## config.mk

```make
export PLATFORM = sky130hd
export DESIGN_NAME = pacman_vga_timing
export DESIGN_NICKNAME = d
export VERILOG_FILES = /design/src/rtl/pacman_vga_timing_pkg.sv /design/src/rtl/pacman_sync_delay.sv /design/src/rtl/pacman_vga_timing.sv
export SDC_FILE = /design/constraint.sdc
export NUM_CORES = 1
export LEC_CHECK = 0
export CORE_MARGIN = 3
export CORE_UTILIZATION = 50
export DETAILED_ROUTE_END_ITERATION = 16
export HOLD_SLACK_MARGIN = 0.02
export PLACE_DENSITY_LB_ADDON = 0.15
export SYNTH_ARGS = -nofsm -noshare
export SYNTH_HDL_FRONTEND = slang
export SYNTH_HIERARCHICAL = 1
export SYNTH_SLANG_ARGS = --single-unit
```

## constraint.sdc

```tcl
create_clock -name clk -period 2.4 [get_ports clk]
set_input_delay 0.48 -clock clk [delete_from_list [all_inputs] [get_ports clk]]
set_output_delay 0.48 -clock clk [all_outputs]
set_load 0.02 [all_outputs]
```

## src/rtl/pacman_vga_timing_pkg.sv

```systemverilog
// pacman_vga_timing_pkg
//   Shared constants for the Pacman display timing block.
//   - 800x600@60 raster constants (40 MHz pixel clock): active area,
//     porches, sync widths, totals and sync polarity.
//   - Pacman game field dimensions (224x288 game pixels).
//   - Helper that computes the centring offset of a scaled window.
package pacman_vga_timing_pkg;

  // 800x600@60 raster
  localparam int VGA_H_ACTIVE = 800;
  localparam int VGA_H_FP     = 40;
  localparam int VGA_H_SYNC   = 128;
  localparam int VGA_H_BP     = 88;
  localparam int VGA_H_TOTAL  = VGA_H_ACTIVE + VGA_H_FP + VGA_H_SYNC + VGA_H_BP;

  localparam int VGA_V_ACTIVE = 600;
  localparam int VGA_V_FP     = 1;
  localparam int VGA_V_SYNC   = 4;
  localparam int VGA_V_BP     = 23;
  localparam int VGA_V_TOTAL  = VGA_V_ACTIVE + VGA_V_FP + VGA_V_SYNC + VGA_V_BP;

  localparam bit VGA_SYNC_POL = 1'b1;

  // Pacman game field
  localparam int PACMAN_H_VISIBLE_AREA = 224;
  localparam int PACMAN_V_VISIBLE_AREA = 288;
  localparam int PACMAN_SCALE          = 2;

  // Spare room around a scaled window; negative means it does not fit.
  function automatic int win_slack(input int active, input int game, input int scale);
    return active - game * scale;
  endfunction

endpackage

```

## src/rtl/pacman_sync_delay.sv

```systemverilog
// pacman_sync_delay
//   Fixed-depth shift register used to line up the sync/enable outputs
//   with downstream registered pipeline stages.
//   Parameters: DEPTH (stages, >= 1), WIDTH (bits), RST_VAL (value loaded
//   into every stage while reset is asserted).
//   Ports:
//     clk   in          clock
//     rst_n in          asynchronous active-low reset
//     din   in  [WIDTH] data entering the first stage
//     dout  out [WIDTH] data leaving the last stage (DEPTH cycles later)
module pacman_sync_delay
  import pacman_vga_timing_pkg::*;
#(
  parameter int               DEPTH   = 2,
  parameter int               WIDTH   = 1,
  parameter logic [WIDTH-1:0] RST_VAL = '0
) (
  input  logic             clk,
  input  logic             rst_n,
  input  logic [WIDTH-1:0] din,
  output logic [WIDTH-1:0] dout
);

  logic [WIDTH-1:0] stage_q [DEPTH];
  logic [WIDTH-1:0] stage_d [DEPTH];

  always_comb begin
    stage_d[0] = din;
    for (int i = 1; i < DEPTH; i++) begin
      stage_d[i] = stage_q[i-1];
    end
  end

  always_ff @(posedge clk or negedge rst_n) begin
    if (!rst_n) begin
      for (int i = 0; i < DEPTH; i++) begin
        stage_q[i] <= RST_VAL;
      end
    end else begin
      for (int i = 0; i < DEPTH; i++) begin
        stage_q[i] <= stage_d[i];
      end
    end
  end

  assign dout = stage_q[DEPTH-1];

endmodule

```

## src/rtl/pacman_vga_timing.sv

```systemverilog
// pacman_vga_timing
//   Raster timing generator for the Pacman renderer. Produces 800x600@60
//   VGA timing from a single 40 MHz pixel clock and centres the game field
//   (GAME_W x GAME_H, scaled by SCALE in both axes) inside the visible area.
//   Every output is registered; the outputs after clock edge n describe
//   raster position n, with the first edge after reset describing (0,0).
//
//   Ports:
//     clk             in   pixel clock
//     rst_n           in   asynchronous active-low reset
//     hsync           out  horizontal sync, SYNC_POL when active
//     vsync           out  vertical sync, SYNC_POL when active
//     display_enabled out  position inside the visible area
//     game_pix_stb    out  position inside the scaled game window
//     frame_stb       out  one-cycle pulse at position (0,0)
//     sx              out  game column, 0 outside the game window
//     sy              out  game row, 0 outside the game window
//
//   Build option: PACMAN_TIMING_PIPE_EN
//     When defined, hsync, vsync and display_enabled are delayed by two
//     extra cycles to match the renderer's sprite-hit and RGB registers.
//     sx, sy, game_pix_stb and frame_stb keep their single-register timing.
module pacman_vga_timing
  import pacman_vga_timing_pkg::*;
#(
  parameter int H_ACTIVE = VGA_H_ACTIVE,
  parameter int H_FP     = VGA_H_FP,
  parameter int H_SYNC   = VGA_H_SYNC,
  parameter int H_BP     = VGA_H_BP,
  parameter int V_ACTIVE = VGA_V_ACTIVE,
  parameter int V_FP     = VGA_V_FP,
  parameter int V_SYNC   = VGA_V_SYNC,
  parameter int V_BP     = VGA_V_BP,
  parameter bit SYNC_POL = VGA_SYNC_POL,
  parameter int SCALE    = PACMAN_SCALE,
  parameter int GAME_W   = PACMAN_H_VISIBLE_AREA,
  parameter int GAME_H   = PACMAN_V_VISIBLE_AREA
) (
  input  logic                      clk,
  input  logic                      rst_n,
  output logic                      hsync,
  output logic                      vsync,
  output logic                      display_enabled,
  output logic                      game_pix_stb,
  output logic                      frame_stb,
  output logic [$clog2(GAME_W)-1:0] sx,
  output logic [$clog2(GAME_H)-1:0] sy
);

  localparam int H_TOTAL = H_ACTIVE + H_FP + H_SYNC + H_BP;
  localparam int V_TOTAL = V_ACTIVE + V_FP + V_SYNC + V_BP;
  localparam int H_SLACK = win_slack(H_ACTIVE, GAME_W, SCALE);
  localparam int V_SLACK = win_slack(V_ACTIVE, GAME_H, SCALE);
  localparam int H_OFF   = H_SLACK / 2;
  localparam int V_OFF   = V_SLACK / 2;

  localparam int HW   = $clog2(H_TOTAL);
  localparam int VW   = $clog2(V_TOTAL);
  localparam int SXW  = $clog2(GAME_W);
  localparam int SYW  = $clog2(GAME_H);
  localparam int SUBW = (SCALE > 1) ? $clog2(SCALE) : 1;

  // Sized compare points so every comparison is width-matched.
  localparam logic [HW-1:0]   H_LAST    = HW'(H_TOTAL - 1);
  localparam logic [HW-1:0]   H_ACT_END = HW'(H_ACTIVE);
  localparam logic [HW-1:0]   H_WIN_LO  = HW'(H_OFF);
  localparam logic [HW-1:0]   H_WIN_HI  = HW'(H_OFF + GAME_W * SCALE - 1);
  localparam logic [HW-1:0]   H_SYN_LO  = HW'(H_ACTIVE + H_FP);
  localparam logic [HW-1:0]   H_SYN_HI  = HW'(H_ACTIVE + H_FP + H_SYNC - 1);
  localparam logic [VW-1:0]   V_LAST    = VW'(V_TOTAL - 1);
  localparam logic [VW-1:0]   V_ACT_END = VW'(V_ACTIVE);
  localparam logic [VW-1:0]   V_WIN_LO  = VW'(V_OFF);
  localparam logic [VW-1:0]   V_WIN_HI  = VW'(V_OFF + GAME_H * SCALE - 1);
  localparam logic [VW-1:0]   V_SYN_LO  = VW'(V_ACTIVE + V_FP);
  localparam logic [VW-1:0]   V_SYN_HI  = VW'(V_ACTIVE + V_FP + V_SYNC - 1);
  localparam logic [SUBW-1:0] SUB_LAST  = SUBW'(SCALE - 1);

  if (H_SLACK < 0) begin : g_bad_h_fit
    $error("pacman_vga_timing: scaled game width does not fit in H_ACTIVE");
  end
  if (V_SLACK < 0) begin : g_bad_v_fit
    $error("pacman_vga_timing: scaled game height does not fit in V_ACTIVE");
  end

  // Raster position: h_q/v_q is the position the next edge will describe.
  logic [HW-1:0]   h_q, h_d;
  logic [VW-1:0]   v_q, v_d;
  // Game coordinate of the current position plus the sub-pixel phase.
  logic [SXW-1:0]  sx_cur_q, sx_cur_d;
  logic [SYW-1:0]  sy_cur_q, sy_cur_d;
  logic [SUBW-1:0] hsub_q, hsub_d;
  logic [SUBW-1:0] vsub_q, vsub_d;

  logic            hsync_q, hsync_d;
  logic            vsync_q, vsync_d;
  logic            de_q, de_d;
  logic            game_q, game_d;
  logic            frame_q, frame_d;
  logic [SXW-1:0]  sx_q, sx_d;
  logic [SYW-1:0]  sy_q, sy_d;

  logic h_last, v_last;
  logic in_h_win, in_v_win, in_h_win_nxt, in_v_win_nxt;

  always_comb begin
    h_last = (h_q == H_LAST);
    v_last = (v_q == V_LAST);
    h_d    = h_last ? '0 : h_q + 1'b1;
    v_d    = v_q;
    if (h_last) begin
      v_d = v_last ? '0 : v_q + 1'b1;
    end
  end

  always_comb begin
    in_h_win     = (h_q >= H_WIN_LO) && (h_q <= H_WIN_HI);
    in_v_win     = (v_q >= V_WIN_LO) && (v_q <= V_WIN_HI);
    in_h_win_nxt = (h_d >= H_WIN_LO) && (h_d <= H_WIN_HI);
    in_v_win_nxt = (v_d >= V_WIN_LO) && (v_d <= V_WIN_HI);
  end

  // Column tracking. Entering or leaving the window clears the column, so
  // sx starts at 0 on every window line and can never run past GAME_W-1.
  always_comb begin
    sx_cur_d = '0;
    hsub_d   = '0;
    if (in_h_win && in_h_win_nxt) begin
      if (hsub_q == SUB_LAST) begin
        sx_cur_d = sx_cur_q + 1'b1;
      end else begin
        sx_cur_d = sx_cur_q;
        hsub_d   = hsub_q + 1'b1;
      end
    end
  end

  // Row tracking only moves at the end of a line.
  always_comb begin
    sy_cur_d = sy_cur_q;
    vsub_d   = vsub_q;
    if (h_last) begin
      sy_cur_d = '0;
      vsub_d   = '0;
      if (in_v_win && in_v_win_nxt) begin
        if (vsub_q == SUB_LAST) begin
          sy_cur_d = sy_cur_q + 1'b1;
        end else begin
          sy_cur_d = sy_cur_q;
          vsub_d   = vsub_q + 1'b1;
        end
      end
    end
  end

  always_comb begin
    de_d    = (h_q < H_ACT_END) && (v_q < V_ACT_END);
    game_d  = in_h_win && in_v_win;
    frame_d = (h_q == '0) && (v_q == '0);
    hsync_d = ((h_q >= H_SYN_LO) && (h_q <= H_SYN_HI)) ? SYNC_POL : ~SYNC_POL;
    vsync_d = ((v_q >= V_SYN_LO) && (v_q <= V_SYN_HI)) ? SYNC_POL : ~SYNC_POL;
    sx_d    = game_d ? sx_cur_q : '0;
    sy_d    = game_d ? sy_cur_q : '0;
  end

  always_ff @(posedge clk or negedge rst_n) begin
    if (!rst_n) begin
      h_q      <= '0;
      v_q      <= '0;
      sx_cur_q <= '0;
      sy_cur_q <= '0;
      hsub_q   <= '0;
      vsub_q   <= '0;
      hsync_q  <= ~SYNC_POL;
      vsync_q  <= ~SYNC_POL;
      de_q     <= 1'b0;
      game_q   <= 1'b0;
      frame_q  <= 1'b0;
      sx_q     <= '0;
      sy_q     <= '0;
    end else begin
      h_q      <= h_d;
      v_q      <= v_d;
      sx_cur_q <= sx_cur_d;
      sy_cur_q <= sy_cur_d;
      hsub_q   <= hsub_d;
      vsub_q   <= vsub_d;
      hsync_q  <= hsync_d;
      vsync_q  <= vsync_d;
      de_q     <= de_d;
      game_q   <= game_d;
      frame_q  <= frame_d;
      sx_q     <= sx_d;
      sy_q     <= sy_d;
    end
  end

  assign game_pix_stb = game_q;
  assign frame_stb    = frame_q;
  assign sx           = sx_q;
  assign sy           = sy_q;

`ifdef PACMAN_TIMING_PIPE_EN
  pacman_sync_delay #(
    .DEPTH   (2),
    .WIDTH   (3),
    .RST_VAL ({~SYNC_POL, ~SYNC_POL, 1'b0})
  ) u_sync_delay (
    .clk   (clk),
    .rst_n (rst_n),
    .din   ({hsync_q, vsync_q, de_q}),
    .dout  ({hsync, vsync, display_enabled})
  );
`else
  assign hsync           = hsync_q;
  assign vsync           = vsync_q;
  assign display_enabled = de_q;
`endif

endmodule

```

After elaboration in Yosys (flattened, before gate mapping)
Index checks and enable logic that the tools add are counted.
{"block": "word_totals", "out_inout_bits": 22, "wordCells": 66, "reg_bits": 62, "input_bits": 2}
{"block": "classes", "mux": 15, "order_cmp": 14, "eq_ne": 4, "n_addsub": 6, "reduce_logical": 14}
{"cell": "$le A11 B10 Y1 const B", "n": 3}
{"cell": "$le A10 B10 Y1 const B", "n": 3}
{"cell": "$mux W9", "n": 3}
{"cell": "$mux W8", "n": 3}
{"cell": "$ge A11 B8 Y1 const B", "n": 2}
{"cell": "$ge A10 B4 Y1 const B", "n": 2}
{"cell": "$mux W10", "n": 2}
{"cell": "$add A11 B1 Y11 const B", "n": 1}
{"cell": "$eq A11 B11 Y1 const B", "n": 1}
{"cell": "$ge A11 B10 Y1 const B", "n": 1}
{"cell": "$logic_and A1 B1 Y1", "n": 11}
{"cell": "$logic_not A11 Y1", "n": 1}
{"cell": "$lt A11 B10 Y1 const B", "n": 1}
{"cell": "$mux W11", "n": 1}
{"cell": "$add A10 B1 Y10 const B", "n": 1}
{"cell": "$eq A10 B10 Y1 const B", "n": 1}
{"cell": "$ge A10 B10 Y1 const B", "n": 1}
{"cell": "$logic_not A10 Y1", "n": 1}
{"cell": "$lt A10 B10 Y1 const B", "n": 1}
{"cell": "$add A9 B1 Y9 const B", "n": 1}
{"cell": "$add A8 B1 Y8 const B", "n": 1}
{"cell": "$mux W1", "n": 6}
{"cell": "$ne A2 B2 Y1 const B", "n": 2}
{"cell": "$add A1 B1 Y1 const B", "n": 2}
{"cell": "$reduce_and A2 Y1", "n": 1}

Depth between registers and ports, before layout
{"block": "logic_depth", "depth_word": 8, "mapped_depth": 11}

Worst setup path after synthesis
OpenSTA, ideal clock, no wires.
{"block": "synth_timing", "path_type": "reg-to-reg", "start": "reg h_q[0]", "end": "reg sy_cur_q[3]", "path_buffers": 3, "period_less_slack_ns": 2.493, "required_ns": 2.272, "t_arrival_ns": 2.365, "setup_slack_ns": -0.093, "stages_incl_launch_ff": 12, "path_cell_list": "dfrtp_1 ha_1 and3_1 buf_2 and3_1 buf_4 a31oi_1 nand2_1 o41a_1 buf_6 a32oi_1 o21ai_1"}
{"block": "synth_via", "elab_chain_cells": 7, "word_cells_on_any_way": 9, "cone_classes": "order compare: 2; eq/ne: 2; mux: 2; reduce/logical: 3"}
{"item": "start: declaration", "line": "pacman_vga_timing.sv:86", "text": "logic [HW-1:0] h_q, h_d;"}
{"item": "start signal: assignment", "line": "pacman_vga_timing.sv:167", "text": "h_q <= '0;"}
{"item": "start signal: assignment", "line": "pacman_vga_timing.sv:181", "text": "h_q <= h_d;"}
{"item": "$eq A11 B11 Y1 (*)", "line": "pacman_vga_timing.sv:106", "text": "h_last = (h_q == H_LAST);"}
{"item": "$mux W10 (*)", "line": "pacman_vga_timing.sv:110", "text": "if (h_last) begin"}
{"item": "via v_d[9]", "line": "pacman_vga_timing.sv:87", "text": "logic [VW-1:0] v_q, v_d;"}
{"item": "$ge A10 B4 Y1 or $le A10 B10 Y1 (tied branches)", "line": "pacman_vga_timing.sv:119", "text": "in_v_win_nxt = (v_d >= V_WIN_LO) && (v_d <= V_WIN_HI);"}
{"item": "$logic_and A1 B1 Y1 (*)", "line": "pacman_vga_timing.sv:119"}
{"item": "$logic_and A1 B1 Y1 (*)", "line": "pacman_vga_timing.sv:144", "text": "if (in_v_win && in_v_win_nxt) begin"}
{"item": "$ne A2 B2 Y1 (no line)"}
{"item": "$reduce_and A2 Y1 (no line)"}
{"item": "end signal: assignment", "line": "pacman_vga_timing.sv:184", "text": "sy_cur_q <= sy_cur_d;"}
{"item": "end: declaration", "line": "pacman_vga_timing.sv:90", "text": "logic [SYW-1:0] sy_cur_q, sy_cur_d;"}
Mark *: on every way through the listed nets, which the timed path passes. The rest lies on a longest branch.
A chain may end at the register's enable or synchronous reset.

Worst setup path after layout
{"block": "layout_timing", "start": "reg h_q[8]", "end": "reg sy_cur_q[7]"}
{"block": "layout_via", "elab_chain_cells": 7, "word_cells_on_any_way": 9, "cone_classes": "order compare: 2; eq/ne: 2; mux: 2; reduce/logical: 3"}
{"item": "$eq A11 B11 Y1 (*)", "line": "pacman_vga_timing.sv:106"}
{"item": "$mux W10", "line": "pacman_vga_timing.sv:110"}
{"item": "$ge A10 B4 Y1 or $le A10 B10 Y1 (tied branches)", "line": "pacman_vga_timing.sv:119"}
{"item": "$logic_and A1 B1 Y1", "line": "pacman_vga_timing.sv:119"}
{"item": "$logic_and A1 B1 Y1", "line": "pacman_vga_timing.sv:144"}
{"item": "$ne A2 B2 Y1 (no line)"}
{"item": "$reduce_and A2 Y1 (no line)"}
Every way passes the cells marked *; elsewhere a longest branch is shown, timed or not.

==> flow_metrics.py <==
metrics = {
    "global_route": {
        "grt_max_degree": 63,
        "grt_overflow": 0,
        "grt.total_usage_pct": 20.1,
        "grt_pass1_vias": 2508,
        "antenna_found_initial": 0,
        "grt_pass1_wl_um": 11600,
    },
    "synthesis": {
        "ys_async_sr_fraction_pct": 100,
        "synth_fp_nets": 333,
        "ys_types": 49,
        "synthCells": 323,
        "yosys_warnings": 6,
        "synth-seq-cells": 62,
        "synth_ff_type": "dfrtp_1",
        "synth.yosys.seq_area_share_pct": 49.0,
        "syn-cell-area_um2": 3170,
        "synth.avg_cell_area_um2": 9.81,
        "synth_edf_count": 0,
    },
    "cts": {
        "clkSinkCount": 62,
        "numCtsBuffers": 9,
        "h-tree-depth": 3,
        "cts.clk_slew.worst_paths_ns": 0.07,
        "clock_latency_ns": 0.35,
        "clk_path_buf_depth": 2,
        "cts_tree": "built",
        "root_buffer": "clkbuf_8",
    },
    "sta": {
        "skew_ns": 0.00758,
        "worst_slack_ns": -0.0303,
        "hold_slack_ns": 0.283,
        "fin_setup_tns_ns": -0.0979,
        "rsz0062_at_grt": "yes",
        "fmax_ghz": 0.411,
        "period_minus_slack_ns": 2.43,
        "slew_headroom_pct": 48.3,
        "min_period_over_period_pct": 101,
        "slew_viol_final": 0,
        "final-setup-viol-count": 4,
        "tightest_slew_ns": 0.776,
        "finalHoldViolCount": 0,
    },
    "run_status": {
        "failed_checks": "setup timing",
        "status": "finished with violations",
    },
    "floorplan": {
        "num_rows": 28,
        "die_h_um": 85.6,
        "coreArea_um2": 6030,
        "initial_core_util_pct": 52.6,
        "ios": 24,
        "die_area_um2": 7330,
        "die_w_um": 85.6,
    },
    "worst_setup_path": {
        "r2r_cells": 9,
        "critPathCaptureType": "flip-flop",
        "path_class": "flip-flop to flip-flop",
        "worstReg2RegStart": "h_q[8]",
        "cp.required_ns": 2.64,
        "cp.arrival_ns": 2.67,
        "critPathLaunch": "h_q[8]",
        "crit_path_max_fanout": 6,
        "startpoint_type": "flip-flop",
    },
    "routing": {
        "vias": 2602,
        "maxUsedRoutingLayer": "met4",
        "wl_met1_um": 3250,
        "wl_met2_um": 3360,
        "drc": 0,
        "dr.pass1.iters": 4,
        "viasPerCell": 5.51,
        "ant_nets": 0,
        "drt_wl_total_um": 6980,
        "wl_met3_um": 259,
        "wl_per_cell_um": 14.8,
        "drtIter0Drc": 155,
    },
    "layout": {
        "nNetsFinal": 402,
        "instances_no_fill": 472,
        "multiInputGateArea_um2": 1540,
        "drive_above_1_share_pct": 21.2,
        "syn2layout_area_growth_pct": 29.3,
        "n_antenna_cell": 0,
        "final_area_um2": 4100,
        "fillers": 482,
        "seqCellArea_um2": 1550,
    },
    "pwr": {
        "power.density_nw_per_um2": 516,
        "power_leakage_nw": 1.86,
        "peakVddDrop_v": 0.000395,
    },
    "placement": {
        "placed_area_um2": 3750,
        "globalplace.congestion": 0.867,
        "port-buffer-count": 23,
        "dp_worst_setup_slack_ns": -0.228,
        "hpwl_um": 4740,
        "place_inst": 449,
    },
    "flow_run": {
        "max_cap_violations": 0,
    },
    "worst_hold_path": {
        "hold_path_class": "input port to async pin",
    },
}
[final timing paths]
path | endpoint | slack [ns]
setup / recovery | sy_cur_q[7] | -0.03
hold / removal | v_q[3] | 0.28
setup reg to reg | sy_cur_q[7] | -0.03
hold reg to reg | sx[7] | 0.52
max in group asynchronous | sx[0] | 1.61
min in group clk | sx[7] | 0.52
[synth_stat cells, drive strengths merged (2+ instances only)]
cell     n  area share [%]
dfrtp   62              49
nor2    30             3.6
and2    21             4.1
nand3   16             2.5
nand2   15             1.8
nand4   15             3.0
o21ai   15             2.4
xnor2   14             3.9
inv     12             1.4
and3    11             2.2
buf     10             2.1
clkbuf  10             1.2
nor3    10             1.6
ha       8             3.2
a21oi    7             1.1
xor2     7             1.9
a31oi    6             1.2
a32oi    6             1.7
nand2b   6             1.2
a21boi   5             1.2
a21o     3            0.71
a22oi    3            0.71
and4     3            0.83
nor4     3             1.1
a311o    2            0.63
mux2i    2            0.63
nor2b    2            0.39
or3      2            0.39
[cell families after synthesis]
family                     Yosys count  synth area share (%)
muxes                                3                 0.987
xor gates and xnor gates            21                  5.80
DFF                                 62                  49.0
AOI/OAI and AO/OA                   58                  12.5
adders and majority gates            8                  3.16
and+or+nand+nor                    139                  23.9
buffers and inverters               32                  4.66
[through the flow]
stage | util (%) | total power [mW]
2_1_floorplan | - | 1.06
3_3_place_gp | 62.2 | 1.09
3_5_place_dp | 62.2 | 1.09
4_1_cts | 67.1 | 2.13
5_1_grt | 68.0 | 2.17
6_report | 68.0 | 2.11
[worst max-delay path, stage by stage, from the launching register on]
cell	delay (ns)
dfrtp_1	0.41
nor4_4	0.38
and3_4	0.27
o311ai_1	0.09
a32o_2	0.26
o41a_1	0.46
buf_4	0.18
buf_4	0.12
nand3_1	0.07
nand3_1	0.07
[sequential cells by signal, summed over array words and instances (netlist names), 8 cells and up]
| name | count |
|---|---|
| h_q | 11 |
| sx | 8 |
| sx_cur_q | 8 |
| sy | 9 |
| sy_cur_q | 9 |
| v_q | 10 |
[layer usage]
metal  track usage [%]  up-vias
met4              10.4        0
met2              32.3       40
met1              26.0     1256
li1                  -     1294
met3              3.94       12
met5                 0        -
[cell usage in the layout, fill, tap and decap left out, types with 10 or more instances in the layout]
cell type and count:
and2_1 21, clkbuf_8 10, nor2_1 30, nand2_1 15, inv_1 12, nand4_1 15, buf_4 53, nand3_1 16
dfrtp_1 62, clkdlybuf4s50_1 22, xnor2_1 14
[layout make-up]
class	count	area share, %
sequential	62	37.9
multi-input combinational	230	37.6
timing repair buffer	77	15.5
clock buffer	10	3.36
tap	75	2.29
clock inverter	6	2.26
inverter	12	1.10
[where the power goes]
group          switching, mW  total (mW)  internal [mW]
sequential                 0        1.04           1.04
clock                  0.430        1.05          0.617
combinational         0.0195      0.0211        0.00162
total                  0.449        2.11           1.66
[repair_timing]
| action | CTS | global route |
|---|---|---|
| hold buffers | 0 | 0 |
| gates cloned | 0 | 1 |
| gates resized for setup | 8 | 6 |
| endpoints found under the setup margin | 11 | 18 |
| hold endpoints to repair | 0 | 0 |
| setup buffers | 4 | 2 |
| pin swaps | 9 | 10 |
No activity file was read; power rests on OpenSTA's default activity.
